<file path="config.mk">
export PLATFORM = sky130hd
export DESIGN_NAME = step_seq_player_flat
export DESIGN_NICKNAME = d
export VERILOG_FILES = /design/src/rtl/synth_pkg.sv /design/src/rtl/step_seq_player_if.sv /design/src/rtl/step_note_mem.sv /design/src/rtl/step_seq_player.sv /design/src/flat_wrapper.sv
export SDC_FILE = /design/constraint.sdc
export NUM_CORES = 1
export LEC_CHECK = 0
export BUFFER_PORTS_ARGS = -buffer_cell sky130_fd_sc_hd__buf_4
export CAP_MARGIN = 0
export CORE_MARGIN = 2
export CORE_UTILIZATION = 55
export CTS_CLUSTER_SIZE = 14
export DETAILED_ROUTE_END_ITERATION = 16
export GPL_TIMING_DRIVEN = 0
export HOLD_SLACK_MARGIN = 0.1
export PLACE_DENSITY = 0.75
export SYNTH_ARGS = -nofsm -noshare
export SYNTH_HDL_FRONTEND = slang
export SYNTH_SLANG_ARGS = --single-unit
</file>
<file path="constraint.sdc">
create_clock -name clk -period 17.7 [get_ports clk]
set_clock_uncertainty 0.1 [all_clocks]
set_input_delay 0.885 -clock clk [delete_from_list [all_inputs] [get_ports clk]]
set_output_delay 0.885 -clock clk [all_outputs]
set_load 0.005 [all_outputs]
</file>
<file path="src/rtl/synth_pkg.sv">
// Shared sequencer constants: sizes, playback state encoding, note one-hot codes.
package synth_pkg;
  localparam int NUM_STEPS = 8;
  localparam int STEP_W    = 3;
  localparam int KEY_W     = 12;
  localparam int TICK_W    = 26;

  typedef enum logic {IDLE = 1'b0, PLAY = 1'b1} play_state_t;

  localparam logic [KEY_W-1:0] NOTE_C  = 12'h800;
  localparam logic [KEY_W-1:0] NOTE_CS = 12'h400;
  localparam logic [KEY_W-1:0] NOTE_D  = 12'h200;
  localparam logic [KEY_W-1:0] NOTE_DS = 12'h100;
  localparam logic [KEY_W-1:0] NOTE_E  = 12'h080;
  localparam logic [KEY_W-1:0] NOTE_F  = 12'h040;
  localparam logic [KEY_W-1:0] NOTE_FS = 12'h020;
  localparam logic [KEY_W-1:0] NOTE_G  = 12'h010;
  localparam logic [KEY_W-1:0] NOTE_GS = 12'h008;
  localparam logic [KEY_W-1:0] NOTE_A  = 12'h004;
  localparam logic [KEY_W-1:0] NOTE_AS = 12'h002;
  localparam logic [KEY_W-1:0] NOTE_B  = 12'h001;
  localparam logic [KEY_W-1:0] REST    = '0;

  // A step shorter than 2 clocks is stretched to 2.
  function automatic logic [TICK_W-1:0] eff_ticks(input logic [TICK_W-1:0] t);
    return (t < TICK_W'(2)) ? TICK_W'(2) : t;
  endfunction
endpackage

</file>
<file path="src/rtl/step_seq_player_if.sv">
// Recording/playback control bundle between the sequencer FSM and the step player.
interface step_seq_player_if;
  import synth_pkg::*;
  logic              wr_en;
  logic [STEP_W-1:0] wr_step;
  logic [KEY_W-1:0]  wr_keys;
  logic              play;
  logic [TICK_W-1:0] step_ticks;
  logic [TICK_W-1:0] gate_ticks;
  logic [KEY_W-1:0]  keys_out;
  logic [STEP_W-1:0] step_out;
  logic              step_pulse;
  logic              playing;

  modport master (output wr_en, wr_step, wr_keys, play, step_ticks, gate_ticks,
                  input  keys_out, step_out, step_pulse, playing);
  modport slave  (input  wr_en, wr_step, wr_keys, play, step_ticks, gate_ticks,
                  output keys_out, step_out, step_pulse, playing);
endinterface

</file>
<file path="src/rtl/step_note_mem.sv">
// Step note storage: flop array, sync write/clear, combinational read with write-first bypass.
module step_note_mem #(
  parameter int NUM_STEPS = 8,
  parameter int STEP_W    = 3,
  parameter int KEY_W     = 12
) (
  input  logic              clk,
  input  logic              reset_n,
  input  logic              wr_en,
  input  logic [STEP_W-1:0] wr_step,
  input  logic [KEY_W-1:0]  wr_keys,
  input  logic [STEP_W-1:0] rd_step,
  output logic [KEY_W-1:0]  rd_keys
);
  logic [NUM_STEPS-1:0][KEY_W-1:0] mem;

  always_ff @(posedge clk) begin
    if (!reset_n) mem <= '0;
    else if (wr_en) mem[wr_step] <= wr_keys;
  end

  // Same-edge write to the step being read wins over stored data.
  assign rd_keys = (wr_en && wr_step == rd_step) ? wr_keys : mem[rd_step];
endmodule

</file>
<file path="src/rtl/step_seq_player.sv">
// Step sequencer playback: walks the note memory one step per tempo period while play is high.
module step_seq_player
  import synth_pkg::*;
(
  input  logic clk,
  input  logic reset_n,
  step_seq_player_if.slave bus
);
  play_state_t       state, state_nxt;
  logic [TICK_W-1:0] tick, tick_nxt;
  logic [STEP_W-1:0] step, step_nxt;
  logic [KEY_W-1:0]  keys_q, keys_nxt, rd_keys;
  logic              pulse_q, pulse_nxt, last;

  step_note_mem #(.NUM_STEPS(NUM_STEPS), .STEP_W(STEP_W), .KEY_W(KEY_W)) u_mem (
    .clk     (clk),
    .reset_n (reset_n),
    .wr_en   (bus.wr_en),
    .wr_step (bus.wr_step),
    .wr_keys (bus.wr_keys),
    .rd_step (step_nxt),
    .rd_keys (rd_keys)
  );

  // Step length compared live so a shortened step_ticks takes effect at once.
  assign last = tick >= (eff_ticks(bus.step_ticks) - TICK_W'(1));

  always_comb begin
    state_nxt = state;
    tick_nxt  = '0;
    step_nxt  = '0;
    pulse_nxt = 1'b0;
    case (state)
      IDLE: if (bus.play) begin
        state_nxt = PLAY;
        pulse_nxt = 1'b1;
      end
      PLAY: begin
        if (!bus.play) state_nxt = IDLE;
        else if (last) begin
          step_nxt  = step + STEP_W'(1);
          pulse_nxt = 1'b1;
        end else begin
          tick_nxt = tick + TICK_W'(1);
          step_nxt = step;
        end
      end
      default: state_nxt = IDLE;
    endcase
  end

  always_comb begin
    keys_nxt = '0;
    if (state_nxt == PLAY && tick_nxt < bus.gate_ticks) keys_nxt = rd_keys;
  end

  always_ff @(posedge clk) begin
    if (!reset_n) begin
      state   <= IDLE;
      tick    <= '0;
      step    <= '0;
      keys_q  <= '0;
      pulse_q <= 1'b0;
    end else begin
      state   <= state_nxt;
      tick    <= tick_nxt;
      step    <= step_nxt;
      keys_q  <= keys_nxt;
      pulse_q <= pulse_nxt;
    end
  end

  assign bus.keys_out   = keys_q;
  assign bus.step_out   = step;
  assign bus.step_pulse = pulse_q;
  assign bus.playing    = (state == PLAY);
endmodule

</file>
<file path="src/flat_wrapper.sv">
// flat-port wrapper written by rule: the top's interface ports become plain ports
module step_seq_player_flat import synth_pkg::*;
  (clk, reset_n, bus_wr_en, bus_wr_step, bus_wr_keys, bus_play, bus_step_ticks, bus_gate_ticks, bus_keys_out, bus_step_out, bus_step_pulse, bus_playing);
  step_seq_player_if bus_i ();
  input  logic clk;
  input  logic reset_n;
  input wire logic [$bits(bus_i.wr_en)-1:0] bus_wr_en;
  input wire logic [$bits(bus_i.wr_step)-1:0] bus_wr_step;
  input wire logic [$bits(bus_i.wr_keys)-1:0] bus_wr_keys;
  input wire logic [$bits(bus_i.play)-1:0] bus_play;
  input wire logic [$bits(bus_i.step_ticks)-1:0] bus_step_ticks;
  input wire logic [$bits(bus_i.gate_ticks)-1:0] bus_gate_ticks;
  output wire logic [$bits(bus_i.keys_out)-1:0] bus_keys_out;
  output wire logic [$bits(bus_i.step_out)-1:0] bus_step_out;
  output wire logic [$bits(bus_i.step_pulse)-1:0] bus_step_pulse;
  output wire logic [$bits(bus_i.playing)-1:0] bus_playing;
  assign bus_i.wr_en = bus_wr_en;
  assign bus_i.wr_step = bus_wr_step;
  assign bus_i.wr_keys = bus_wr_keys;
  assign bus_i.play = bus_play;
  assign bus_i.step_ticks = bus_step_ticks;
  assign bus_i.gate_ticks = bus_gate_ticks;
  assign bus_keys_out = bus_i.keys_out;
  assign bus_step_out = bus_i.step_out;
  assign bus_step_pulse = bus_i.step_pulse;
  assign bus_playing = bus_i.playing;
  step_seq_player u_core (.clk(clk), .reset_n(reset_n), .bus(bus_i));
endmodule
</file>
# Yosys cells after proc, flatten, opt, wreduce, memory -nomap -nowiden

Index checks and enable logic that the tools add are counted.

Logic and storage cells: 45
Bits of input ports: 71
Output and inout port bits: 17
Bits in registers: 139

Add/subtract/negate cells: 3
Bitwise gates (word level): 1
Reduce and logical (&&, ||, !) cells: 4
Mux-type cells: 17
Equal/unequal tests: 1
$lt $le $gt $ge: 6

Operators with widths:

| kind                                                                                 | count |
|---|---|
| 26-bit 2-to-1 mux                                                                    | 4 |
| 96-bit bitwise mux                                                                   | 1 |
| 12-bit binary-select mux with 3-bit select                                           | 1 |
| 12-bit demux with 3-bit select                                                       | 1 |
| 12-bit 2-to-1 mux                                                                    | 3 |
| 26-bit by 1-bit adder with 26-bit output (second input constant)                     | 1 |
| 26-bit greater-or-equal comparator                                                   | 1 |
| 26-bit by 2-bit < comparator with 1-bit output (second input constant)               | 1 |
| 26-bit < comparator                                                                  | 1 |
| 26-bit by 1-bit subtractor with 26-bit output (second input constant)                | 1 |
| 3-bit 2-to-1 mux                                                                     | 3 |
| 3-bit by 4-bit < comparator with 1-bit output (second input constant)                | 2 |
| 3-bit by 1-bit adder with 3-bit output (second input constant)                       | 1 |
| 3-bit == test                                                                        | 1 |
| 3-bit by 1-bit greater-or-equal comparator with 1-bit output (second input constant) | 1 |
| 1-bit logical AND                                                                    | 3 |
| 1-bit 2-to-1 mux                                                                     | 3 |
| 1-bit one-hot mux with 2 select lines                                                | 1 |
| 2-bit AND reduction                                                                  | 1 |
| 1-bit NOT                                                                            | 1 |

# Logic depth before layout (Yosys ltp)

Gate-level depths: netlist of the first run.

Depth in word-level cells: 10
Depth in mapped cells: 32
Mapped depth without buffers: 29

# Modules after synthesis

A second synthesis of the first run with hierarchy kept.

Cell total of the unflattened synthesis: 955
Area total of the unflattened synthesis: 8259.2 µm²

By module, submodules not included:

| module          | sequential area each (µm²) | area each (µm²) | times used | cells each |
|---|---|---|---|---|
| step_note_mem   | 1921.8                     | 4660.7          | 1          | 502 |
| step_seq_player | 860.8                      | 3598.5          | 1          | 453 |

# Least setup slack after synthesis of the first run

OpenSTA, ideal clock, no wires.

Kind: input to register
Start: input port bus_step_ticks[21]
End: register u_core.keys_q[0], in the netlist u_core.bus.keys_out[0]
Cell stages on the path: 32
Arrival: 6972 ps
Path buffers: 3
Library setup time: 60 ps
Data required time: 17540 ps
Setup slack: 10567 ps
Cell sequence: or4_1 -> or4_1 -> or3_1 -> nand2_1 -> ha_1 -> nand3_1 -> or2_2 -> inv_1 -> nand2_1 -> nor4_1 -> xnor2_1 -> ha_1 -> nand4_2 -> nor3_1 -> nand2_1 -> o211ai_1 -> nor2_1 -> buf_6 -> nand2_1 -> clkbuf_1 -> nor2_1 -> ha_1 -> a21o_1 -> a21o_1 -> a21o_1 -> a21oi_1 -> o221a_2 -> o21a_1 -> o31a_1 -> nor3b_2 -> buf_4 -> a32o_1

Longest elaborated chain between the ends: 10
Elaborated cells between the ends (all ways): 18
Those cells by class: add/sub: 1; order compare: 3; eq/ne: 1; mux: 10; reduce/logical: 3

RTL lines:

| what                                            | RTL line              | source |
|---|---|---|
| start: declaration                              | flat_wrapper.sv:11    | `input wire logic [$bits(bus_i.step_ticks)-1:0] bus_step_ticks;` |
| 26-bit by 2-bit < comparator with 1-bit output  | synth_pkg.sv:26       | `return (t < TICK_W'(2)) ? TICK_W'(2) : t;` |
| 26-bit 2-to-1 mux *                             | synth_pkg.sv:26       |  |
| 26-bit by 1-bit subtractor with 26-bit output * | step_seq_player.sv:26 | `assign last = tick >= (eff_ticks(bus.step_ticks) - TICK_W'(1));` |
| 26-bit greater-or-equal comparator *            | step_seq_player.sv:26 |  |
| 26-bit 2-to-1 mux *                             | step_seq_player.sv:40 | `else if (last) begin` |
| 26-bit 2-to-1 mux *                             | step_seq_player.sv:39 | `if (!bus.play) state_nxt = IDLE;` |
| 26-bit 2-to-1 mux *                             | step_seq_player.sv:33 | `case (state)` |
| named net u_core.tick_nxt[19]                   | step_seq_player.sv:10 | `logic [TICK_W-1:0] tick, tick_nxt;` |
| 26-bit < comparator *                           | step_seq_player.sv:54 | `if (state_nxt == PLAY && tick_nxt < bus.gate_ticks) keys_nxt = rd_keys;` |
| 1-bit logical AND *                             | step_seq_player.sv:54 |  |
| 2-bit AND reduction (no source line) *          | n/a                   |  |
| end signal: assignment                          | step_seq_player.sv:68 | `keys_q <= keys_nxt;` |
| end: declaration                                | step_seq_player.sv:12 | `logic [KEY_W-1:0] keys_q, keys_nxt, rd_keys;` |

Mark *: on every way through the listed nets, which the timed path passes. The rest lies on a longest branch. The select of a mux whose other input is x is not followed.
A chain may end at the register's enable or synchronous reset.

# Final worst setup path of the first run

Start: input port bus_step_ticks[21]
End: register u_core.keys_q[1], in the netlist u_core.bus.keys_out[1]

The elaborated chain is that of the path after synthesis.

==> summary by stage, run 1 <==
Detailed routing
The count of nets left with antenna violations once routing finished came out at 0. Using the TritonRoute via totals, the vias-per-cell ratio works out to 5.76. The routed design has 21900 µm of wire. The first detailed-routing pass took 6 iterations. Summing over every cut layer, the via total after detailed routing is 7496.

For this run, design rule violations remaining after detail routing come to 0. The number of design-rule violations left by the first detailed-router iteration is 549. Dividing the detail-routed wire length by the instance count gives 16.8 µm.

Clock network
The clock tree synthesis step divided the H-tree into 4 levels. The clock tree buffer depth is 2. Hold repair after CTS inserted 0 buffers. The clock net sink count is 139.

The clock latency on the worst-skew pair is 0.43 ns. The number of buffers created by CTS is 17. The library cell used as clock root buffer is clkbuf_16. The number of post-CTS setup repair buffers is 0. In this run, post-CTS repair resized a total of 0 instances. The clock-pin slew on the worst setup and hold paths is 0.06 ns.

TritonCTS built the clock tree.

Cells and area
The fraction of the core area covered by cells at the end of the flow is 66.5%. The net total in the final layout is 1234. The fraction of layout cells with a size suffix above 1 is 12.6%. Leaving out fill and tap cells, the most frequent cell in the layout is nand2_1.

The count of filler cells inserted in the layout is 1255. The repair_antennas step left the layout with diodes totalling 0. Leaving out fill and tap cells, the most frequent cells in the layout are nand2_1 (267), dfxtp_1 (139), a21oi_1 (121).

Compared with the post-synthesis result, the final layout area differs by 17.6%. For this run, the number of standard cells in the final layout without fillers is 1302.

Critical path
The cell type of the slowest stage on the worst timing path is or4_1. The worst setup path is captured at a flip-flop. The critical path is of the in2reg type. The data required time of the worst path is 17.96 ns. The number of cells on the worst reg-to-reg path is 22. Data on the critical path arrives at its endpoint at 8.42 ns.

The type of origin of the critical path is an input port. The worst stage delay on the critical path is 0.58 ns. The largest fanout on the critical path is 10.

Timing
The clock period could shrink to 8.17 ns. The highest clock frequency the design can meet is 122 MHz. After routing, the total negative slack on setup checks comes to 0 ns. The final setup violation count is 0. The actual transition at the worst max-transition pin is 0.809 ns.

The final-report max-slew violation count is 0. In the post-route analysis, the smallest setup slack over all paths is 9.53 ns. The final hold violation count was 0. Dividing the final minimum period by the clock period gives 46.1%. The worst hold slack after final layout is 0.353 ns.

Setup repair after global routing left no endpoint under its margin. The worst pin sits at a relative slew slack of 44.5%.

Yosys
The post-synthesis cell area is 7910 µm². Sequential cells were found to cover 35.2% of the synthesized design area. The number of instances in the synthesized netlist is 1017. The number of register bits inferred by synthesis is 139. For this run, asynchronously set or reset flops after synthesis account for 0%. The most used flip-flop cell after synthesis is dfxtp_1. The count of flip-flops with a built-in enable after synthesis is 0.

The largest total area in the synthesized netlist belongs to dfxtp_1. Yosys mapped the design onto 64 distinct sky130hd cell types. The area share of the leading cell type in the synthesized netlist is 35.2%. Dividing the synthesized area by the synthesized cell count gives 7.78 µm². By area the synthesized netlist is led by dfxtp_1 (35%), nand2_1 (13%), ha_1 (8.5%), a21oi_1 (7.7%), mux2i_1 (3.3%). The number of nets in the synthesized netlist is 1142. The number of warnings printed during yosys synthesis is 0.

Die
The die is 124 µm wide. The floorplan step defined a die boundary enclosing 15400 µm². The core region area is 14000 µm². The count of boundary I/O pins is 88. The die outline height is 124 µm. The number of placement rows is 43. For this configuration, the core starts out at a cell density of 56.6%.

Worst hold path
The type of the worst min-delay path is reg2reg. The instance count along the most critical hold path is 2.

Job
The tool flagged a number of max-cap violations equal to 0.

GRT
The via count of the first global-routing pass was 7211. Across every metal layer, demand over resource in global routing totals 29.5%. The first global-routing pass estimated 34800 µm of wire. The initial antenna violation count is 0. Entering global routing, the biggest net connects 17 pins.

For this run the aggregate overflow at the end of global routing stands at 0.

Pwr
The maximum resistive drop on vdd is 69.4 µV. The cell area power density is 81.2 nW/µm². The leakage dissipation is 3.72 nW.

Placed design
Summed over all nets, the half-perimeter wirelength after detailed placement is 16000 µm. Port buffering added 73 buffers. The worst slack after detailed placement is 9.17 ns. At the end of routability-driven placement, the weighted congestion stood at 0.906.

The number of placed cells counting well taps is 1270.

Run status
The run finished with clean final reports.
per-layer routing:
metal	GRT usage [%]	vias to the layer above	routed length, µm
met1	35.1	3469	9050
met3	4.53	57	1320
met5	0	-	0
met4	12.7	0	643
met2	52.5	286	10900
li1	-	3684	-
area by class of cell:
type / instances / area, µm² / share of cell area (%)
clock inverters: 12 / 163 / 1.75
inverters: 34 / 128 / 1.37
flip-flops and latches: 139 / 2780 / 29.9
plain buffers: 65 / 365 / 3.93
well taps: 180 / 225 / 2.42
clock buffers: 20 / 457 / 4.91
multi-input cells: 779 / 4640 / 49.8
repair buffers: 73 / 548 / 5.89
worst max-delay path: cells and delay by family:
kind	cells	cell delay, ns
buf+inv	5	1.04
compound gates	8	1.74
xor+xnor	1	0.11
fa+ha+maj	3	0.84
simple gates	15	3.84
state kept, by name (all words and copies together), names as in the netlist:
register / cells
u_core.bus.playing: 1
u_core.bus.step_out: 3
u_core.u_mem.mem: 96
u_core.bus.step_pulse: 1
u_core.bus.keys_out: 12
u_core.tick: 26
kinds of logic after synthesis:
family	share of synthesized area [%]
xor+xnor	5.31
mux	4.00
fa+ha+maj	8.54
flops	35.2
simple gates	25.3
compound gates	15.4
buf+inv	6.23
synth_stat cells (all sizes together) (4+ instances only):
library cell / count
xnor2: 29
a21o: 8
or4: 4
nor4: 6
and3: 10
a32o: 11
inv: 34
buf: 17
xor2: 19
nor3: 32
nor2: 65
o21ai: 8
nand3: 21
nand3b: 6
a21oi: 121
clkbuf: 45
or3: 4
ha: 54
dfxtp: 139
nand2b: 6
mux2i: 26
and2: 4
nand4: 15
a32oi: 22
nand2: 267
nor2b: 5
per-stage QoR:
stage	cell area, µm²	total power, mW
floorplan	7910	0.363
global placement	8690	0.388
detailed placement	8690	0.389
CTS	9310	0.756
global route	9310	0.778
finish	9310	0.756
worst paths after layout:
check	startpoint	endpoint	slack, ns
max reg2reg	u_core.tick[0]	u_core.bus.keys_out[1]	12.62
min reg2reg	u_core.u_mem.mem[67]	u_core.u_mem.mem[67]	0.35
min	u_core.u_mem.mem[67]	u_core.u_mem.mem[67]	0.35
max	bus_step_ticks[21]	u_core.bus.keys_out[1]	9.53
report_power, final:
group	leakage (nW)	internal [mW]	total, mW	switching [mW]
logic	2.30	0.0255	0.0618	0.0363
registers	1.12	0.318	0.321	0.00270
clock network	0.297	0.230	0.373	0.143
total	3.72	0.574	0.756	0.182
(Power assumes the default switching activity.)
==> run 2: changes to the inputs <==
ABC_AREA = 1   (was default)
PLACE_DENSITY = 0.74   (was 0.75)
clock period = 7.6 ns   (was 17.7 ns; I/O delays follow)
==> run 2 against run 1 <==
Via count up 12%. Sequential cell count stayed put. Non-clock buffer count increased by 12. Worst hold slack lost 0.21 ns. Critical path type unchanged. Area after synthesis up 3.6%. Sequential power rose by 140%. Highest routed layer unchanged. Largest power group unchanged.
==> summary by stage, run 2 <==
Yosys
The number of register bits inferred by synthesis came to 139 (unchanged). The post-synthesis cell area is 8200 µm² (+3.6%). The proportion of register bits with asynchronous set or reset after synthesis is 0% (unchanged). The number of warnings printed during yosys synthesis is 0 (unchanged). The sequential area share after synthesis is 33.9% (-1.2 points).

The most used flip-flop cell after synthesis is dfxtp_1. The number of instances in the synthesized netlist came to 1173 (+15%). The count of flip-flops with a built-in enable after synthesis is 0 (unchanged). Counting instances in the post-synthesis netlist gives the leading cell types as nand2_1 (157), dfxtp_1 (139), a21oi_1 (131), nor2_1 (124), inv_1 (118). The area share of the leading cell type in the synthesized netlist is 33.9% (-1.2 points). The post-synthesis cell type with the largest combined area is dfxtp_1. The per-instance average area after synthesis is 6.99 µm² (-10%). The distinct cell type count of the synthesized netlist is 41 (-36%).

The most frequent cell after synthesis is nand2_1. The post-synth net total is 1298 (+14%). By area the synthesized netlist is led by dfxtp_1 (34%), ha_1 (8.2%), a21oi_1 (8.0%), nand2_1 (7.2%), o21ai_0 (6.5%).

Placed design
The detailed placement HPWL came to 18400 µm (+15%). The area after detailed placement came to 9070 µm² (+4.5%). The worst slack after detailed placement is 0.991 ns (-8.18 ns). The number of port buffers was 86 (+18%). The placer's final routability congestion estimate was 0.969 (+7.0%).

Critical path
The data required time of the worst path came to 7.86 ns (-10.10 ns). The worst register-to-register path begins at u_core.tick[8]. The signal arrival time at the worst endpoint was 6.40 ns (-2.02 ns).

The most repeated library cell on the critical path is nor2_1. The minimum setup slack among reg-to-reg paths is 3.43 ns (-9.19 ns). The type of element capturing the critical path is a flip-flop. The worst setup path is of the in2reg kind. The worst register-to-register path ends at u_core.bus.keys_out[2]. The type of origin of the critical path is an input port.

The slowest stage of the critical path is the clkbuf_1 cell. The largest fanout on the critical path is 10 (unchanged). The worst stage delay on the critical path is 0.38 ns (-0.20 ns). The depth of the worst register-to-register path came to 21 (-4.5%).

Detailed routing
The residual DRC count is 0 (unchanged). The number of nets with antenna violations after routing was 0 (unchanged). The wire length per cell is 16.7 µm (-0.92%). The number of design-rule violations left by the first detailed-router iteration is 851 (+55%). The detailed-routing iteration count for the pre-antenna-repair pass is 5 (-1).

The via density per instance is 5.68 (-1.3%). The detailed-route wire length was 24600 µm (+12%). The via total after detailed routing is 8387 (+12%).

Clock network
The tree is rooted in a clkbuf_16. The number of gates resized after cts is 0 (unchanged). The number of post-CTS setup repair buffers is 0 (unchanged). The hold buffer count at cts is 1 (+1).

The clock tree buffer depth came to 2 (unchanged). The number of H-tree levels is 4 (unchanged). The clock-pin slew on the worst setup and hold paths is 0.06 ns (about the same).

The clock net sink count is 139 (unchanged). The number of buffers created by CTS is 17 (unchanged). TritonCTS built the clock tree.

The clock latency on the worst-skew pair is 0.43 ns (about the same).

Worst hold path
The instance count along the most critical hold path is 3 (+1). The startpoint identified for the worst hold timing path is bus_wr_keys[10]. The endpoint of the worst hold path is u_core.u_mem.mem[94]. The path class of the tightest hold or removal check is in2reg.

Timing
Static timing analysis puts the maximum clock frequency at 163 MHz. The setup slack after layout came to 1.46 ns (-8.07 ns). The actual transition at the worst max-transition pin is 0.793 ns (-0.0164 ns). Setup repair after global routing left no endpoint under its margin. The total negative setup slack came to 0 ns (unchanged). The final-report max-slew violation count is 0 (unchanged). The worst slew slack as a fraction of its limit was 47.1% (+2.6 points).

The shortest clock period the worst path allows after layout is 6.14 ns. The final critical path takes up 80.8% of the cycle. The worst hold slack after final layout was 0.144 ns (-0.210 ns).

The final setup violation count is 0 (unchanged). The final hold violation count is 0 (unchanged).

Die
The width of the chip was 126 µm (+1.7%). The area enclosed by the die boundary was 15900 µm² (+3.5%). The core region area is 14500 µm² (+3.9%). The number of placement rows came to 44 (+2.3%). The count of boundary I/O pins was 88 (unchanged). The die outline height was 126 µm (+1.7%). The initial standard-cell utilization of the core is 56.4% (-0.15 points).

GRT
The pin count of the biggest net entering global routing is 17 (unchanged). The residual overflow from global routing is 0 (unchanged). The first-pass GRT wire length is 39000 µm (+12%). The initial antenna violation count is 0 (unchanged). The via count of the first global-routing pass came to 7788 (+8.0%). The total global-route track usage is 31.2% (+1.7 points).

Cells and area
The net total in the final layout is 1404 (+14%). The fraction of layout cells with a size suffix above 1 came to 12.9% (+0.36 points). The cell area after layout is 9680 µm² (+4.1%). The count of inserted antenna diode cells was 0 (unchanged). The most common cell after layout, fill and taps aside is nand2_1. The register bank with the most flops is u_core.u_mem.mem. In the layout the commonest cells are nand2_1 (157), dfxtp_1 (139), a21oi_1 (131). The number of flip-flops in the largest register is 96 (unchanged). The fraction of the core area covered by cells at the end of the flow is 66.6% (+0.11 points). The signed area change from the synthesized netlist to the final layout is 18.1%.

Run status
The flow ran to the end, and the final reports show no timing, DRC or antenna violations.

Pwr
The leakage dissipation was 4.27 nW (+15%). The cell area power density is 183 nW/µm² (+130%). The maximum resistive drop on vdd is 189 µV (+170%).

Job
The number of maximum-capacitance constraint violations is 0 (unchanged).
[run 2: changes by cell type in the layout (fill, tap and decap cells not counted), moves of 12 or more]
| cell | previous run | this run |
|---|---|---|
| nand2_1 | 267 | 157 |
| o21ai_0 | 6 | 106 |
| inv_1 | 33 | 118 |
| nand3_1 | 21 | 82 |
| nor2_1 | 65 | 124 |
| nand4_1 | 14 | 67 |
| mux2i_1 | 26 | 0 |
| a32oi_1 | 22 | 0 |
| buf_4 | 74 | 92 |
| xnor2_1 | 29 | 11 |
| buf_2 | 4 | 17 |
| clkinv_1 | 0 | 12 |
[run 2: how the worst max path moves through the flow]
stage / cells past startpoint / slack [ns] / endpoint / start
after floorplan: 37 / 2.29 / u_core.bus.keys_out[10] / bus_step_ticks[7]
after global placement: 37 / 0.99 / u_core.bus.keys_out[2] / bus_step_ticks[11]
after detailed placement: 38 / 0.99 / u_core.bus.keys_out[2] / bus_step_ticks[11]
after CTS: 37 / 1.40 / u_core.bus.keys_out[2] / bus_step_ticks[11]
after global routing: 38 / 0.65 / u_core.bus.keys_out[2] / bus_step_ticks[11]
final: 38 / 1.46 / u_core.bus.keys_out[2] / bus_step_ticks[7]
[run 2: kinds of logic (layout without fill, tap and decap cells)]
group	after synthesis	count (layout)	share of synthesized area (%)
AO/OA/AOI/OAI	254	254	15.9
XOR/XNOR	36	36	4.07
buffers and inverters	197	316	9.64
flip-flops	139	139	33.9
adder cells (fa/ha/maj)	54	54	8.24
AND/OR/NAND/NOR	493	493	28.2
[run 2: report_power, final]
part           internal [mW]  leakage [nW]  switching (mW)  total (mW)
registers              0.748          1.13          0.0103       0.759
clock network          0.515         0.281           0.334       0.849
logic                 0.0622          2.86           0.101       0.163
total                   1.33          4.27           0.446        1.77
[run 2: cell type report]
| class | instances | area, µm² |
|---|---|---|
| fill | 1327 | 4850 |
| multi-input combinational | 837 | 4630 |
| buffer | 63 | 288 |
| inverter | 134 | 503 |
| clock buffer | 17 | 425 |
| sequential | 139 | 2780 |
| tap | 184 | 230 |
| clock inverter | 15 | 174 |
| timing repair buffer | 87 | 656 |
[run 2: per-layer routing]
layer	part of all wire [%]	vias up	GRT usage, %	routed length (µm)
met2	48	383	52.6	11800
li1	-	4192	-	-
met1	42	3747	39.2	10300
met5	0	-	0	0
met4	3.8	0	16.4	945
met3	6.4	65	3.65	1590
[run 2: critical path, delay by kind of cell]
family                     cells  cell delay (ns)
buffers and inverters          6             1.07
adders and majority gates      3             0.72
AOI/OAI and AO/OA              3             0.38
xor gates and xnor gates       1             0.14
and+or+nand+nor               25             3.64
[run 2: stage by stage]
stage	std cells	power, mW
global route	1476	1.82
CTS	1476	1.77
detailed placement	1443	0.933
finish	1476	1.77
floorplan	1173	0.859
global placement	1443	0.931
==> run 3: changes to the inputs <==
ABC_AREA = 0   (was 1)
PLACE_DENSITY = 0.75   (was 0.74)
clock period = 6 ns   (was 7.6 ns; I/O delays follow)
==> run 3 against run 2 <==
The flow now finishes with violations (setup timing). Via count is 7.9% lower. Count of clock-buffer cells in the layout is 5 higher. Critical path depth is 5 lower. Core utilization is 4.1 points higher. Worst setup slack worse by 1.7 ns. Sequential power is 25% higher. Largest power group unchanged.
==> summary by stage, run 3 (same netlist as run 1, synthesis figures left out) <==
Die
The count of boundary I/O pins is 88 (unchanged). The core region area is 14000 µm² (-3.8%). The width of the chip is 124 µm (-1.7%).

The number of placement rows is 43 (-2.3%). The initial standard-cell utilization of the core is 56.6% (+0.15 points). The area enclosed by the die boundary is 15400 µm² (-3.4%). The die outline height is 124 µm (-1.7%).

Critical path
The launch point of the worst reg-to-reg path is u_core.tick[0]. The largest fanout on the critical path was 6 (-4). The cell type of the slowest stage on the worst timing path is or4_4. The worst setup path is captured at a flip-flop. The most repeated library cell on the critical path is a21o_1.

The worst stage delay on the critical path is 0.53 ns (+0.15 ns). The kind of critical path is in2reg. The most critical setup path has its startpoint at bus_step_ticks[20].

The signal arrival time at the worst endpoint is 6.47 ns (+0.07 ns). STA classifies the critical path startpoint as an input port. The data required time of the worst path is 6.26 ns (-1.60 ns).

Pwr
The part of the total power dissipated in the clock network is 45.6% (-2.3 points). The internal power of the cells is 1.60 mW (+21%). The leakage dissipation is 3.99 nW (-6.5%). The power dissipated by switching net loads is 0.526 mW (+18%). The switching part of the total is 24.8% (-0.42 points). The maximum resistive drop on vdd is 178 µV (-5.9%).

The sequential fraction of design power is 44.5% (+1.7 points). The relative contribution of combinational cells to total power is 9.9% (+0.7 points). The cell area power density is 215 nW/µm² (+18%).

Cells and area
The fraction of the core area covered by cells at the end of the flow is 70.8% (+4.1 points). In the layout the commonest cells are nand2_1 (264), dfxtp_1 (139), a21oi_1 (115). The count of inserted antenna diode cells is 0 (unchanged). The signed area change from the synthesized netlist to the final layout is 25.1%. The count of filler cells inserted in the layout is 1160 (-13%). The net total in the final layout is 1272 (-9.4%). The cell area after layout is 9900 µm² (+2.2%). The fraction of layout cells with a size suffix above 1 is 17.8% (+4.9 points).

The number of flip-flops in the largest register came to 96 (unchanged). The register bank with the most flops is u_core.u_mem.mem. Leaving out fill and tap cells, the most frequent cell in the layout is nand2_1.

Run status
The final reports fail on setup timing. The flow ran to the end, but the final reports show violations.

Timing
The actual transition at the worst max-transition pin is 0.787 ns (-0.00603 ns). The setup slack after layout is -0.209 ns (-1.67 ns). The routed design could run at a clock period as short as 6.21 ns. The final-report max-slew violation count is 0 (unchanged). Setup repair after global routing could not meet its margin everywhere. The portion of the clock cycle consumed by the worst path in the final layout is 103%. The final setup violation count is 11 (+11). The worst slew slack as a fraction of its limit is 47.1% (about the same). The highest clock frequency the design can meet is 161 MHz. The final hold violation count is 0 (unchanged).

GRT
The via count of the first global-routing pass is 7063 (-9.3%). The initial antenna violation count came to 0 (unchanged). The pin count of the biggest net entering global routing was 17 (unchanged).

The total global-route track usage is 30.4% (-0.78 points). The first-pass GRT wire length is 35600 µm (-8.8%). The residual overflow from global routing is 0 (unchanged).

Detailed routing
The detailed-route wire length is 23100 µm (-6.3%). The detailed-routing iteration count for the pre-antenna-repair pass is 5 (unchanged). The via density per instance is 5.77 (+1.5%). The residual DRC count is 0 (unchanged).

The number of design-rule violations left by the first detailed-router iteration is 537 (-37%). The wire length per cell is 17.2 µm (+3.2%). The number of nets with antenna violations after routing is 0 (unchanged). The via total after detailed routing is 7727 (-7.9%).

Job
The number of maximum-capacitance constraint violations is 0 (unchanged).

Placed design
The placer's final routability congestion estimate is 0.938 (-3.2%). The detailed placement HPWL is 16300 µm (-11%). The area after detailed placement is 8780 µm² (-3.3%). The number of port buffers was 73 (-15%).

Worst hold path
The startpoint of the lowest-slack hold path is bus_wr_keys[11]. The min-delay analysis places its worst path in the category in2reg.

Clock network
The number of buffers created by CTS is 17 (unchanged). The clock net sink count is 139 (unchanged). TritonCTS built the clock tree. The clock-pin slew on the worst setup and hold paths is 0.06 ns (about the same). The library cell used as clock root buffer is clkbuf_16.

The clock tree buffer depth was 2 (unchanged). The clock latency on the worst-skew pair is 0.42 ns (about the same). The number of H-tree levels is 4 (unchanged).
==> run 3: cell count changes in the layout (fill, tap and decap cells not counted), moves of 22 or more <==
| cell | delta |
|---|---|
| nand2_1 | +107 |
| o21ai_0 | -104 |
| inv_1 | -86 |
| nor2_1 | -66 |
| nand3_1 | -62 |
| nand4_1 | -53 |
| mux2i_1 | +26 |
| a32oi_1 | +22 |
==> run 3: through the flow <==
stage	setup slack, ns	hold slack, ns	TNS (ns)	instances	power, mW
after floorplan	-0.0602	0.329	-0.602	1017	1.07
after global placement	-1.00	0.341	-11.27	1270	1.15
after detailed placement	-1.08	0.346	-11.98	1270	1.15
after global routing	-0.483	0.250	-5.21	1340	2.19
final	-0.209	0.228	-1.82	1340	2.13
after CTS	-0.173	0.227	-1.49	1332	2.12
==> run 3: final timing paths <==
path / cells after the start / endpoint / slack, ns
setup reg to reg: 22 / u_core.bus.keys_out[3] / 1.61
hold reg to reg: 2 / u_core.u_mem.mem[26] / 0.35
hold / removal: 3 / u_core.u_mem.mem[95] / 0.23
setup / recovery: 33 / u_core.bus.keys_out[3] / -0.21
==> run 3: area by class of cell <==
type | count | area, µm² | share of cell area, %
buffer | 65 | 422 | 4.26
sequential | 139 | 2780 | 28.1
multi-input combinational | 779 | 4880 | 49.3
clock inverter | 10 | 67.6 | 0.682
inverter | 34 | 128 | 1.29
tap | 180 | 225 | 2.27
clock buffer | 22 | 484 | 4.89
timing repair buffer | 111 | 907 | 9.16
==> run 3: routing by layer <==
metal | GRT usage, % | part of all wire (%)
met5 | 0 | 0
met4 | 12.8 | 3.7
met3 | 4.90 | 6.4
met2 | 53.5 | 49
met1 | 36.8 | 41
==> run 3: what timing repair did <==
item | CTS | global route
pin swaps | 43 | 25
buffers inserted | 15 | 8
cloned | 2 | 0
endpoints found under the setup margin | 12 | 12
endpoints found under the hold margin | 92 | 0
gates resized for setup | 35 | 15
hold buffers | 13 | 0
==> run 3: power by group through the flow <==
stage	Sequential (mW)	Clock, mW	Combinational (mW)
CTS	0.947	0.973	0.205
global route	0.948	1.02	0.229
finish	0.947	0.970	0.210
detailed placement	0.967	0	0.185
global placement	0.966	0	0.182
floorplan	0.965	0	0.108
==> run 3: critical path: cells and delay by family <==
| kind | cells | cell delay (ns) |
|---|---|---|
| compound gates | 9 | 1.45 |
| simple gates | 15 | 3.11 |
| buf+inv | 6 | 0.92 |
| xor+xnor | 1 | 0.14 |
| fa+ha+maj | 2 | 0.54 |
